## config.mk

```make
export PLATFORM = sky130hd
export DESIGN_NAME = cla_seq_adder
export DESIGN_NICKNAME = d
export VERILOG_FILES = /design/src/rtl/cla_seq_adder_pkg.sv /design/src/rtl/cla_seq_adder_slice.sv /design/src/rtl/cla_seq_adder.sv
export SDC_FILE = /design/constraint.sdc
export NUM_CORES = 1
export LEC_CHECK = 0
export CORE_ASPECT_RATIO = 1.75
export CORE_MARGIN = 3
export CORE_UTILIZATION = 32
export CTS_CLUSTER_DIAMETER = 150
export DETAILED_ROUTE_END_ITERATION = 7
export PLACE_DENSITY_LB_ADDON = 0.12
export SYNTH_ARGS = -nofsm -noshare
export SYNTH_HDL_FRONTEND = slang
export SYNTH_SLANG_ARGS = --single-unit
```

## constraint.sdc

```tcl
create_clock -name clk -period 2.8 [get_ports clk]
set_input_delay 0.42 -clock clk [delete_from_list [all_inputs] [get_ports clk]]
set_output_delay 0.42 -clock clk [all_outputs]
set_load 0.02 [all_outputs]
```

## src/rtl/cla_seq_adder_pkg.sv

```systemverilog
// Shared definitions for the nibble-serial carry-lookahead add/subtract controller.
//   state_e : controller FSM states (idle, running nibbles, result held)
//   NIB_W   : width of one slice nibble in bits
//   OP_ADD / OP_SUB : encoding of the op_sub request input
package cla_seq_adder_pkg;

    typedef enum logic [1:0] {
        StIdle = 2'd0,
        StRun  = 2'd1,
        StDone = 2'd2
    } state_e;

    localparam int unsigned NIB_W = 4;

    localparam logic OP_ADD = 1'b0;
    localparam logic OP_SUB = 1'b1;

endpackage

```

## src/rtl/cla_seq_adder_slice.sv

```systemverilog
// Purely combinational 4-bit carry-lookahead slice.
//   x, y : nibble operands
//   ci   : carry into bit 0
//   s    : nibble sum
//   co   : carry out of bit 3
//   c3   : carry into bit 3 (used for signed overflow on the top nibble)
module cla4_slice (
    input  logic [3:0] x,
    input  logic [3:0] y,
    input  logic       ci,
    output logic [3:0] s,
    output logic       co,
    output logic       c3
);

    logic [3:0] g;
    logic [3:0] p;
    logic       c1;
    logic       c2;

    assign g = x & y;
    assign p = x ^ y;

    // Every carry is a flat sum of products of generate/propagate terms.
    assign c1 = g[0] | (p[0] & ci);
    assign c2 = g[1] | (p[1] & g[0]) | (p[1] & p[0] & ci);
    assign c3 = g[2] | (p[2] & g[1]) | (p[2] & p[1] & g[0]) | (p[2] & p[1] & p[0] & ci);
    assign co = g[3] | (p[3] & g[2]) | (p[3] & p[2] & g[1]) | (p[3] & p[2] & p[1] & g[0])
              | (p[3] & p[2] & p[1] & p[0] & ci);

    assign s = p ^ {c3, c2, c1, ci};

endmodule

```

## src/rtl/cla_seq_adder.sv

```systemverilog
// Nibble-serial add/subtract controller sharing one 4-bit CLA slice across WIDTH bits.
//   clk, rst            : rising-edge clock, synchronous active-high reset
//   in_valid, in_ready  : request handshake (in_ready is combinational)
//   a, b, cin, op_sub   : operands, carry-in (ignored on subtract), 0 = add / 1 = subtract
//   out_valid, out_ready: result handshake
//   sum, cout, ovf      : registered result, carry out of the MSB, signed overflow
// WIDTH must be a multiple of 4 and at least 8; an operation takes WIDTH/4 RUN cycles.
module cla_seq_adder
    import cla_seq_adder_pkg::*;
#(
    parameter int unsigned WIDTH = 16
) (
    input  logic             clk,
    input  logic             rst,
    input  logic             in_valid,
    output logic             in_ready,
    input  logic [WIDTH-1:0] a,
    input  logic [WIDTH-1:0] b,
    input  logic             cin,
    input  logic             op_sub,
    output logic             out_valid,
    input  logic             out_ready,
    output logic [WIDTH-1:0] sum,
    output logic             cout,
    output logic             ovf
);

    localparam int unsigned NIB   = WIDTH / NIB_W;
    localparam int unsigned IDX_W = (NIB > 1) ? $clog2(NIB) : 1;

    state_e             state;
    logic [IDX_W-1:0]   nib_idx;
    logic [WIDTH-1:0]   a_q;
    logic [WIDTH-1:0]   b_q;
    logic               carry_q;

    int unsigned        base;
    logic [NIB_W-1:0]   slice_x;
    logic [NIB_W-1:0]   slice_y;
    logic [NIB_W-1:0]   slice_s;
    logic               slice_co;
    logic               slice_c3;

    assign in_ready = (state == StIdle) && !rst;

    // Bit offset of the nibble currently on the slice.
    always_comb begin
        base = 32'(nib_idx) * NIB_W;
    end

    assign slice_x = a_q[base +: NIB_W];
    assign slice_y = b_q[base +: NIB_W];

    cla4_slice u_slice (
        .x  (slice_x),
        .y  (slice_y),
        .ci (carry_q),
        .s  (slice_s),
        .co (slice_co),
        .c3 (slice_c3)
    );

    always_ff @(posedge clk) begin
        if (rst) begin
            state     <= StIdle;
            nib_idx   <= '0;
            a_q       <= '0;
            b_q       <= '0;
            carry_q   <= 1'b0;
            sum       <= '0;
            cout      <= 1'b0;
            ovf       <= 1'b0;
            out_valid <= 1'b0;
        end else begin
            unique case (state)
                StIdle: begin
                    if (in_valid) begin
                        a_q <= a;
                        // Subtract is a + ~b + 1, so the +1 rides in on the initial carry.
                        if (op_sub == OP_SUB) begin
                            b_q     <= ~b;
                            carry_q <= 1'b1;
                        end else begin
                            b_q     <= b;
                            carry_q <= cin;
                        end
                        nib_idx <= '0;
                        state   <= StRun;
                    end
                end
                StRun: begin
                    sum[base +: NIB_W] <= slice_s;
                    carry_q            <= slice_co;
                    // Only the top nibble's value survives, which is the one that matters.
                    ovf                <= slice_c3 ^ slice_co;
                    if (nib_idx == IDX_W'(NIB - 1)) begin
                        cout      <= slice_co;
                        out_valid <= 1'b1;
                        state     <= StDone;
                    end else begin
                        nib_idx <= nib_idx + IDX_W'(1);
                    end
                end
                StDone: begin
                    if (out_ready) begin
                        out_valid <= 1'b0;
                        state     <= StIdle;
                    end
                end
                default: begin
                    state <= StIdle;
                end
            endcase
        end
    end

endmodule
```

## Word level (Yosys, flattened, before mapping)

Cells that the tools add are included.
W data, S select, Z words.

| storage, ports and cells | value |
|---|---|
| word-level logic and storage cells | 79 |
| register bits after elaboration | 56 |

| operators by class | value |
|---|---|
| bitwise gates (word level) | 31 |
| shift operators | 4 |
| reduce and logical (&&, ||, !) cells | 11 |
| muxes and demuxes | 15 |
| $add $sub $neg | 2 |
| eq/ne operators | 7 |

Operators by type and width:

| operator | count |
|---|---|
| $neg A4 Y34 | 1 |
| $shift A4 B34 Y16 const A | 1 |
| $shiftx A4 B34 Y16 | 1 |
| $shiftx A16 B5 Y4 | 2 |
| $and A1 B1 Y1 | 16 |
| $bwmux W16 | 1 |
| $mux W16 | 1 |
| $not A16 Y16 | 1 |
| $mux W2 | 5 |
| $or A1 B1 Y1 | 10 |
| $reduce_and A3 Y1 | 3 |
| $ne A2 B2 Y1 const B | 4 |
| $xor A4 B4 Y4 | 2 |
| $pmux W2 S3 | 1 |
| $reduce_and A2 Y1 | 3 |
| $and A4 B4 Y4 | 1 |
| $eq A2 B2 Y1 const B | 2 |
| $mux W1 | 4 |
| $pmux W1 S2 | 2 |
| $pmux W2 S2 | 1 |
| $reduce_bool A2 Y1 | 2 |
| $add A2 B1 Y2 const B | 1 |
| $eq A2 B1 Y1 const B | 1 |
| $logic_not A2 Y1 | 1 |
| other kinds (3) | 3 |

## Depth between registers and ports, before layout

Gate-level depths: netlist (run 1).

| depth | value |
|---|---|
| word-level depth | 9 |
| gate-level depth with buffers | 7 |
| mapped depth without buffers | 6 |

## Hierarchy

From an unflattened synthesis (run 1), not the netlist that was laid out.

| second synthesis, totals | value |
|---|---|
| cell total of the unflattened synthesis | 289 |
| area, all modules | 2703.8 um^2 |

By module, submodules not included:

| module | times used | area an instance (um^2) | cells each |
|---|---|---|---|
| cla_seq_adder | 1 | 2548.7 | 271 |
| cla4_slice | 1 | 155.1 | 18 |

## Worst setup path after synthesis (run 1)

No wires, ideal clock.

| timing | value |
|---|---|
| kind | register to register |
| start | register nib_idx[0] |
| end | register sum[11] |
| cell stages (with the launch flop) | 8 |
| arrival time | 2.213 ns |
| path slack | 0.503 ns |
| path buffers | 1 |
| path through | dfxtp_1 > buf_4 > mux4_2 > ha_1 > a41o_1 > a21oi_4 > xnor2_2 > o31ai_2 |

| on the way | value |
|---|---|
| word-level cells in the longest chain between the ends | 9 |
| elaborated cells between the ends (all ways) | 24 |

Ends and longest elaborated chain:

| element | line | text |
|---|---|---|
| start: declaration | cla_seq_adder.sv:32 | `logic [IDX_W-1:0] nib_idx;` |
| start signal: assignment | cla_seq_adder.sv:101 | `nib_idx <= nib_idx + IDX_W'(1);` |
| $shiftx A16 B5 Y4, on equally long branches | cla_seq_adder.sv:51, cla_seq_adder.sv:52 |  |
| $xor A4 B4 Y4 / $and A4 B4 Y4 (equally long branches) | cla_seq_adder_slice.sv:22, cla_seq_adder_slice.sv:21 |  |
| $and A1 B1 Y1 | cla_seq_adder_slice.sv:27 | `assign c3 = g[2] \| (p[2] & g[1]) \| (p[2] & p[1] & g[0]) \| (p[2] & p[1] & p[0] & ci);` |
| $or A1 B1 Y1 / $and A1 B1 Y1 (equally long branches) (2 in series) | cla_seq_adder_slice.sv:27 |  |
| $or A1 B1 Y1 | cla_seq_adder_slice.sv:27 |  |
| $xor A4 B4 Y4 | cla_seq_adder_slice.sv:31 | `assign s = p ^ {c3, c2, c1, ci};` |
| $shiftx A4 B34 Y16 | cla_seq_adder.sv:92 | `sum[base +: NIB_W] <= slice_s;` |
| $bwmux W16 (*) | cla_seq_adder.sv:92 |  |
| end signal: indexed assignment | cla_seq_adder.sv:92 |  |
| end: declaration | cla_seq_adder.sv:23 | `output logic [WIDTH-1:0] sum,` |

Mark *: on every way between the ends. The rest lies on a longest branch, timed or not.
A chain may end at the register's enable or synchronous reset.

## Worst setup path in the final report (run 1)

Ends and elaborated chain as after synthesis.

==> results.sh, run 1 <==
export IMPL_status="finished, final reports clean"
export IMPL_via_per_inst=5.03
export IMPL_grtUsageTotal=0.142
export IMPL_critPathArrivalTime_ps=2680
export IMPL_path_delay_family="compound AO/OA/AOI/OAI gates"
export IMPL_post_layout_total_power_mw=1.96
export IMPL_leakage_power_nw=1.30
export IMPL_antenna_found_initial=0
export IMPL_pre_cts_slack_ps=318
export IMPL_post_cts_setup_buffer_count=0
export IMPL_routedWlPerCell_um=14.7
export IMPL_detailed_place_hpwl_mm=4.85
export IMPL_reg2reg_depth=6
export IMPL_cts_tree="done"
export IMPL_synth_async_reset_ratio=0
export IMPL_critPathMaxStageDelay_ps=610
export IMPL_post_place_cells=423
export IMPL_worstPathCellList="mux4_2 -> ha_1 -> a41o_1 -> a21oi_4 -> xnor2_2 -> o31ai_2"
export IMPL_drt_iter0_markers=85
export IMPL_insertion_delay_ps=300
export IMPL_final_hold_violation_count=0
export IMPL_stdcell_count=431
export IMPL_nets=390
export IMPL_number_of_detailed_routing_iterations_run_before_antenna_repair=4
export IMPL_critPathKind="flip-flop to flip-flop"
export IMPL_detail_route_drc_violations=0
export IMPL_io_buffers=57
export IMPL_placer_congestion=0.785
export IMPL_area_share_of_the_leading_cell_type_in_the_synthesized_netlist=0.416
export IMPL_critical_path_buf_inv_count=0
export IMPL_postSynthRegisterBits=56
export IMPL_area_delta_synth_final_pct=30.8
export IMPL_drive_gt1_frac=0.106
export IMPL_clock_sink_count=56
export IMPL_routed_wl_mm=6.35
export IMPL_drv_slew=0
export IMPL_synth_top_cells_by_count="dfxtp_1, nand2_1, nor2_1"
export IMPL_vdd_drop_max_mv=0.288
export IMPL_critical_path_cell_count=6
export IMPL_timing_final_setup_violations=0
export IMPL_ff2ff_setup_slack_ps=330
export IMPL_rows=43
export IMPL_route_antenna_remaining_nets=0
export IMPL_power_density_cell_area_nw_per_um2=557
export IMPL_syn_nets=338
export IMPL_timing_max_cap_violations=0
export IMPL_grt_overflow_total=0
export IMPL_worst_r2r_startpoint="nib_idx[0]"
export IMPL_ys_dominant_reg_cell="dfxtp_1"
export IMPL_post_cts_resized=0
export IMPL_postLayoutCellArea_um2=3520
export IMPL_number_of_library_cell_types_mapped_by_synthesis=43
export IMPL_n_antenna_cell=0
export IMPL_worstSetupEndpointType="flip-flop"
export IMPL_die_width_um=75.4
export IMPL_placed_cell_area_um2=3340
export IMPL_yosys_area_share_xor_xnor=0.0613
export IMPL_grt_pass1_wl_mm=10.3
export IMPL_netlist_top_cell_by_area="dfxtp_1"
export IMPL_yosys_area_share_simple=0.180
export IMPL_setup_worst_path_start_class="flip-flop"
export IMPL_synth_warnings=0
export IMPL_share_of_the_synthesized_area_in_compound_gates_ao_oa_aoi_oai=0.175
export IMPL_vias=2166
export IMPL_final_period_minus_worst_setup_slack_ps=2470
export IMPL_netlist_area_um2=2690
export IMPL_timing_clock_skew_ps=10.0
export IMPL_grt_pass1_vias=2094
export IMPL_number_of_flops_mapped_to_enable_cells_by_yosys=0
export IMPL_max_freq_mhz=405
export IMPL_clock_tree_buffer_depth=2
export IMPL_worst_path_max_delay_cell="dfxtp_1"
export IMPL_top_level_ports=58
export IMPL_maxSlewHeadroom=0.465
export IMPL_floorplan_die_height_um=127
export IMPL_dominant_combinational_cell_family_by_area_after_synthesis="simple AND/OR/NAND/NOR gates"
export IMPL_worst_setup_path_endpoint="sum[11]"
export IMPL_syn_instance_count=288
export IMPL_worstReg2RegEnd="sum[11]"
export IMPL_unrepaired_setup_endpoints_after_global_routing="no"
export IMPL_post_synth_top_count_cell="dfxtp_1"
export IMPL_die_area_um2=9600
export IMPL_cts_htree_levels=2
export IMPL_cts_hold_repair_buffers=0
export IMPL_placeable_core_region_um2=8070
export IMPL_grt_max_degree=66
export IMPL_critical_path_required_ps=3010
export IMPL_worst_hold_path_type="flip-flop to flip-flop"
export IMPL_post_synth_cell_area_avg_um2=9.35
export IMPL_initial_core_util=0.334
export IMPL_clk_pin_slew_worst_paths_ps=70
export IMPL_synth_sequential_area_ratio=0.416
export IMPL_timing_critical_path_fanout_max=8
export IMPL_synth_mux_area_frac=0.0669
export IMPL_post_route_worst_setup_slack_ps=332
export IMPL_fraction_of_the_mapped_netlist_area_in_adder_cells=0.0585
export IMPL_cts_buffers=5
export IMPL_yosys_top_cells_area="dfxtp_1, mux4_2, nand2_1, xnor2_1, nor2_1"
export IMPL_buffer_type_at_the_clock_tree_root="clkbuf_16"
export IMPL_worst_setup_path_startpoint="nib_idx[0]"
export IMPL_tightest_slew_ps=800
export IMPL_setup_tns_final_ps=0
export IMPL_post_route_period_util=0.881
[per-layer routing]
metal	routed length (um)	global-route usage	up-vias
li1	-	-	1119
met1	2430	0.153	997
met2	3560	0.259	41
met3	221	0.0339	9
met4	136	0.0494	0
met5	0	0	-
[cells by family after synthesis]
group	Yosys count
simple gates	104
compound gates	66
buf+inv	24
mux	8
xor+xnor	18
fa+ha+maj	12
flops	56
[area by class of cell]
class	count	area, um^2
fill	813	4550
sequential	56	1120
inverter	4	15.0
timing repair buffer	65	626
clock buffer	7	153
tap	90	113
multi-input combinational	208	1470
clock inverter	1	30.0
[how the worst min path moves through the flow]
stage / from / endpoint / depth (start not counted)
final: a_q[7] / a_q[7] / 2
after global routing: a_q[7] / a_q[7] / 2
after CTS: a_q[7] / a_q[7] / 2
after detailed placement: a_q[7] / a_q[7] / 2
after global placement: a_q[7] / a_q[7] / 2
after floorplan: a_q[10] / a_q[10] / 2
[power by group]
part	internal (mW)	switching, mW	total (mW)	leakage, nW
Combinational	0.171	0.172	0.342	0.751
Clock	0.471	0.275	0.746	0.0901
Sequential	0.841	0.0339	0.875	0.458
Total	1.48	0.481	1.96	1.30
[registers in the layout (all words and copies together) (netlist names)]
name and cells:
state 2, out_valid 1, cout 1, a_q 16
b_q 16, sum 16, nib_idx 2, ovf 1
carry_q 1
[through the flow]
step | utilization | hold WS (ps)
final | 0.437 | 456
after global routing | 0.437 | 473
after CTS | 0.437 | 458
after detailed placement | 0.414 | 449
after global placement | 0.414 | 444
after floorplan | - | 433
[layout by cell type, fill, tap and decap left out, types with 2 or more instances in the layout]
master	instances
a211oi_1	17
a21oi_1	21
a22oi_1	10
buf_4	8
clkbuf_16	5
clkbuf_8	2
clkdlybuf4s50_1	56
dfxtp_1	56
ha_1	11
inv_1	3
mux4_2	8
nand2_1	42
nand2b_1	2
nand3b_1	8
nor2_1	37
nor2b_1	2
nor3_1	2
o211ai_1	2
o21ai_0	2
o31ai_1	5
o31ai_2	2
xnor2_1	16
[worst reg2reg max path, cell delays in order, from the launching register on]
cell and delay [ps]:
dfxtp_1 610, mux4_2 570, ha_1 380, a41o_1 280, a21oi_4 190, xnor2_2 120, o31ai_2 220
Note: power is estimated with default switching activity, not from simulation.
==> inputs of run 2 (changes only) <==
Settings changed: ABC_AREA set to 1.
==> run 2 against run 1 <==
Against the previous run:
- critical path depth grew 5
- combinational power rose by 51%
- cell count increased by 19%
- setup slack better by 130 ps
- clock power decreased by 15%
- critical endpoint is now cout
- global-route usage decreased by 0.33 points
==> results.sh, run 2 <==
export IMPL_status="finished, final reports clean"
export IMPL_timing_critical_path_fanout_max=15
export IMPL_power_density_cell_area_nw_per_um2=563
export IMPL_max_freq_mhz=427
export IMPL_drv_slew=0
export IMPL_grt_overflow_total=0
export IMPL_postSynthRegisterBits=56
export IMPL_reg_largest_list="a_q: 16 flops, b_q: 16 flops, sum: 16 flops"
export IMPL_nets=448
export IMPL_maxSlewHeadroom=0.640
export IMPL_routedWlPerCell_um=12.8
export IMPL_synth_async_reset_ratio=0
export IMPL_number_of_flops_mapped_to_enable_cells_by_yosys=0
export IMPL_grt_max_degree=38
export IMPL_fillers=888
export IMPL_yosys_area_share_xor_xnor=0.0562
export IMPL_yosys_top_cells_area="dfxtp_1, nor2_1, o21ai_0, xnor2_1, ha_1"
export IMPL_initial_core_util=0.333
export IMPL_cts_htree_levels=2
export IMPL_share_of_the_synthesized_area_in_compound_gates_ao_oa_aoi_oai=0.195
export IMPL_syn_instance_count=346
export IMPL_placeable_core_region_um2=8420
export IMPL_ys_dominant_reg_cell="dfxtp_1"
export IMPL_critPathArrivalTime_ps=2540
export IMPL_worst_path_max_delay_cell="o22ai_1"
export IMPL_final_hold_violation_count=0
export IMPL_worst_setup_path_startpoint="nib_idx[0]"
export IMPL_floorplan_die_height_um=130
export IMPL_synth_warnings=0
export IMPL_timing_clock_skew_ps=5.86
export IMPL_io_buffers=57
export IMPL_clock_sink_count=56
export IMPL_clock_tree_buffer_depth=2
export IMPL_stdcell_count=514
export IMPL_cts_tree="done"
export IMPL_grt_pass1_wl_mm=11.0
export IMPL_syn_nets=396
export IMPL_worstReg2RegEnd="cout"
export IMPL_fin_util=0.428
export IMPL_timing_max_cap_violations=0
export IMPL_worst_setup_path_endpoint="cout"
export IMPL_buffer_type_at_the_clock_tree_root="clkbuf_16"
export IMPL_highest_layer="met4"
export IMPL_netlist_top_cell_by_area="dfxtp_1"
export IMPL_cp_common_cell="inv_1"
export IMPL_path_delay_family="compound AO/OA/AOI/OAI gates"
export IMPL_top_library_cells_by_usage_in_the_layout_fill_and_taps_aside="nor2_1, clkdlybuf4s50_1, dfxtp_1"
export IMPL_final_period_minus_worst_setup_slack_ps=2340
export IMPL_mostFrequentLayoutCell="nor2_1"
export IMPL_vdd_drop_max_mv=0.317
export IMPL_fraction_of_the_mapped_netlist_area_in_adder_cells=0.0562
export IMPL_setup_tns_final_ps=0
export IMPL_critPathMaxStageDelay_ps=320
export IMPL_vias=2414
export IMPL_synth_sequential_area_ratio=0.399
export IMPL_post_synth_top_count_cell="nor2_1"
export IMPL_n_antenna_cell=0
export IMPL_critical_path_buf_inv_count=3
export IMPL_cts_buffers=5
export IMPL_routed_wl_met2_mm=3.50
export IMPL_number_of_library_cell_types_mapped_by_synthesis=33
export IMPL_drive_gt1_frac=0.118
export IMPL_timing_final_setup_violations=0
export IMPL_leakage_power_nw=1.37
export IMPL_reg2reg_depth=11
export IMPL_area_delta_synth_final_pct=28.6
export IMPL_detail_route_drc_violations=0
export IMPL_worstSetupEndpointType="flip-flop"
export IMPL_grtUsageTotal=0.139
export IMPL_route_antenna_remaining_nets=0
export IMPL_detailroute_wirelength_met3_um=312
export IMPL_tightest_slew_ps=539
export IMPL_area_taken_by_multi_input_logic_gates_um2=1510
export IMPL_synth_mux_area_frac=0
export IMPL_synth_top_cells_by_count="nor2_1, dfxtp_1, o21ai_0"
export IMPL_area_share_of_the_leading_cell_type_in_the_synthesized_netlist=0.399
export IMPL_dominant_combinational_cell_family_by_area_after_synthesis="simple AND/OR/NAND/NOR gates"
export IMPL_worst_r2r_startpoint="nib_idx[0]"
export IMPL_via_per_inst=4.70
export IMPL_worstPathCellList="inv_1 -> buf_4 -> nor2_1 -> o22ai_1 -> ha_1 -> nand4_1 -> nand2_2 -> a21oi_1 -> o21ai_0 -> nand2_1 -> inv_1"
export IMPL_insertion_delay_ps=300
export IMPL_register_area_um2=1120
export IMPL_drt_iter0_markers=102
export IMPL_setup_worst_path_start_class="flip-flop"
export IMPL_post_cts_setup_buffer_count=0
export IMPL_number_of_detailed_routing_iterations_run_before_antenna_repair=4
export IMPL_critical_path_required_ps=3000
export IMPL_post_synth_cell_area_avg_um2=8.11
export IMPL_detailed_place_hpwl_mm=4.99
export IMPL_die_width_um=76.8
export IMPL_post_cts_resized=0
export IMPL_critPathKind="flip-flop to flip-flop"
export IMPL_clk_pin_slew_worst_paths_ps=70
export IMPL_routed_wl_mm=6.60
export IMPL_antenna_found_initial=0
export IMPL_die_area_um2=9970
export IMPL_cts_hold_repair_buffers=0
export IMPL_post_route_period_util=0.836
export IMPL_grt_pass1_vias=2392
export IMPL_post_place_cells=506
export IMPL_ff2ff_setup_slack_ps=460
export IMPL_netlist_area_um2=2810
export IMPL_met1_length_mm=2.63
export IMPL_placer_congestion=0.777
export IMPL_critical_path_cell_count=11
export IMPL_yosys_area_share_simple=0.230
export IMPL_top_level_ports=58
export IMPL_unrepaired_setup_endpoints_after_global_routing="no"
export IMPL_rows=44
export IMPL_worst_hold_path_type="flip-flop to flip-flop"
[run 2: where the power goes]
group | internal [mW] | leakage (nW) | switching [mW]
Sequential | 0.851 | 0.460 | 0.0321
Clock | 0.353 | 0.0766 | 0.280
Combinational | 0.212 | 0.830 | 0.304
[run 2: how the worst min path moves through the flow]
stage	to	startpoint	depth (start not counted)	slack (ps)
after floorplan	b_q[4]	b_q[4]	2	470
after global placement	sum[12]	sum[12]	2	450
after detailed placement	sum[2]	sum[2]	2	460
after CTS	sum[2]	sum[2]	2	470
after global routing	sum[9]	sum[9]	2	490
final	sum[2]	sum[2]	2	470
[run 2: layout make-up]
type	count	area share
Multi-Input combinational cell	254	0.418
Sequential cell	56	0.311
Timing Repair Buffer	64	0.173
Tap cell	115	0.0399
Clock buffer	6	0.0385
Inverter	17	0.0177
Clock inverter	2	0.00277
[run 2: per-layer routing]
layer,global-route usage,up-vias
met3,0.0283,8
met4,0.0651,0
met5,0,-
met1,0.144,1093
li1,-,1256
met2,0.265,57
[run 2: tightest hold or removal path, cell delays in order (launching register included)]
cell and delay [ps]:
dfxtp_1 310, nand2_1 60, a21oi_1 50
[run 2: logic make-up after synthesis]
| logic type | after synthesis |
|---|---|
| simple gates | 139 |
| compound gates | 85 |
| flops | 56 |
| buf+inv | 36 |
| xor+xnor | 18 |
| fa+ha+maj | 12 |
[run 2: metrics by stage]
| step | setup WS, ps | hold slack, ps | power, mW | area [um^2] |
|---|---|---|---|---|
| after floorplan | 662 | 468 | 1.26 | 2810 |
| after global placement | 505 | 452 | 1.42 | 3460 |
| after detailed placement | 456 | 459 | 1.42 | 3460 |
| after CTS | 438 | 470 | 2.06 | 3610 |
| after global routing | 159 | 489 | 2.16 | 3610 |
| final | 458 | 465 | 2.03 | 3610 |
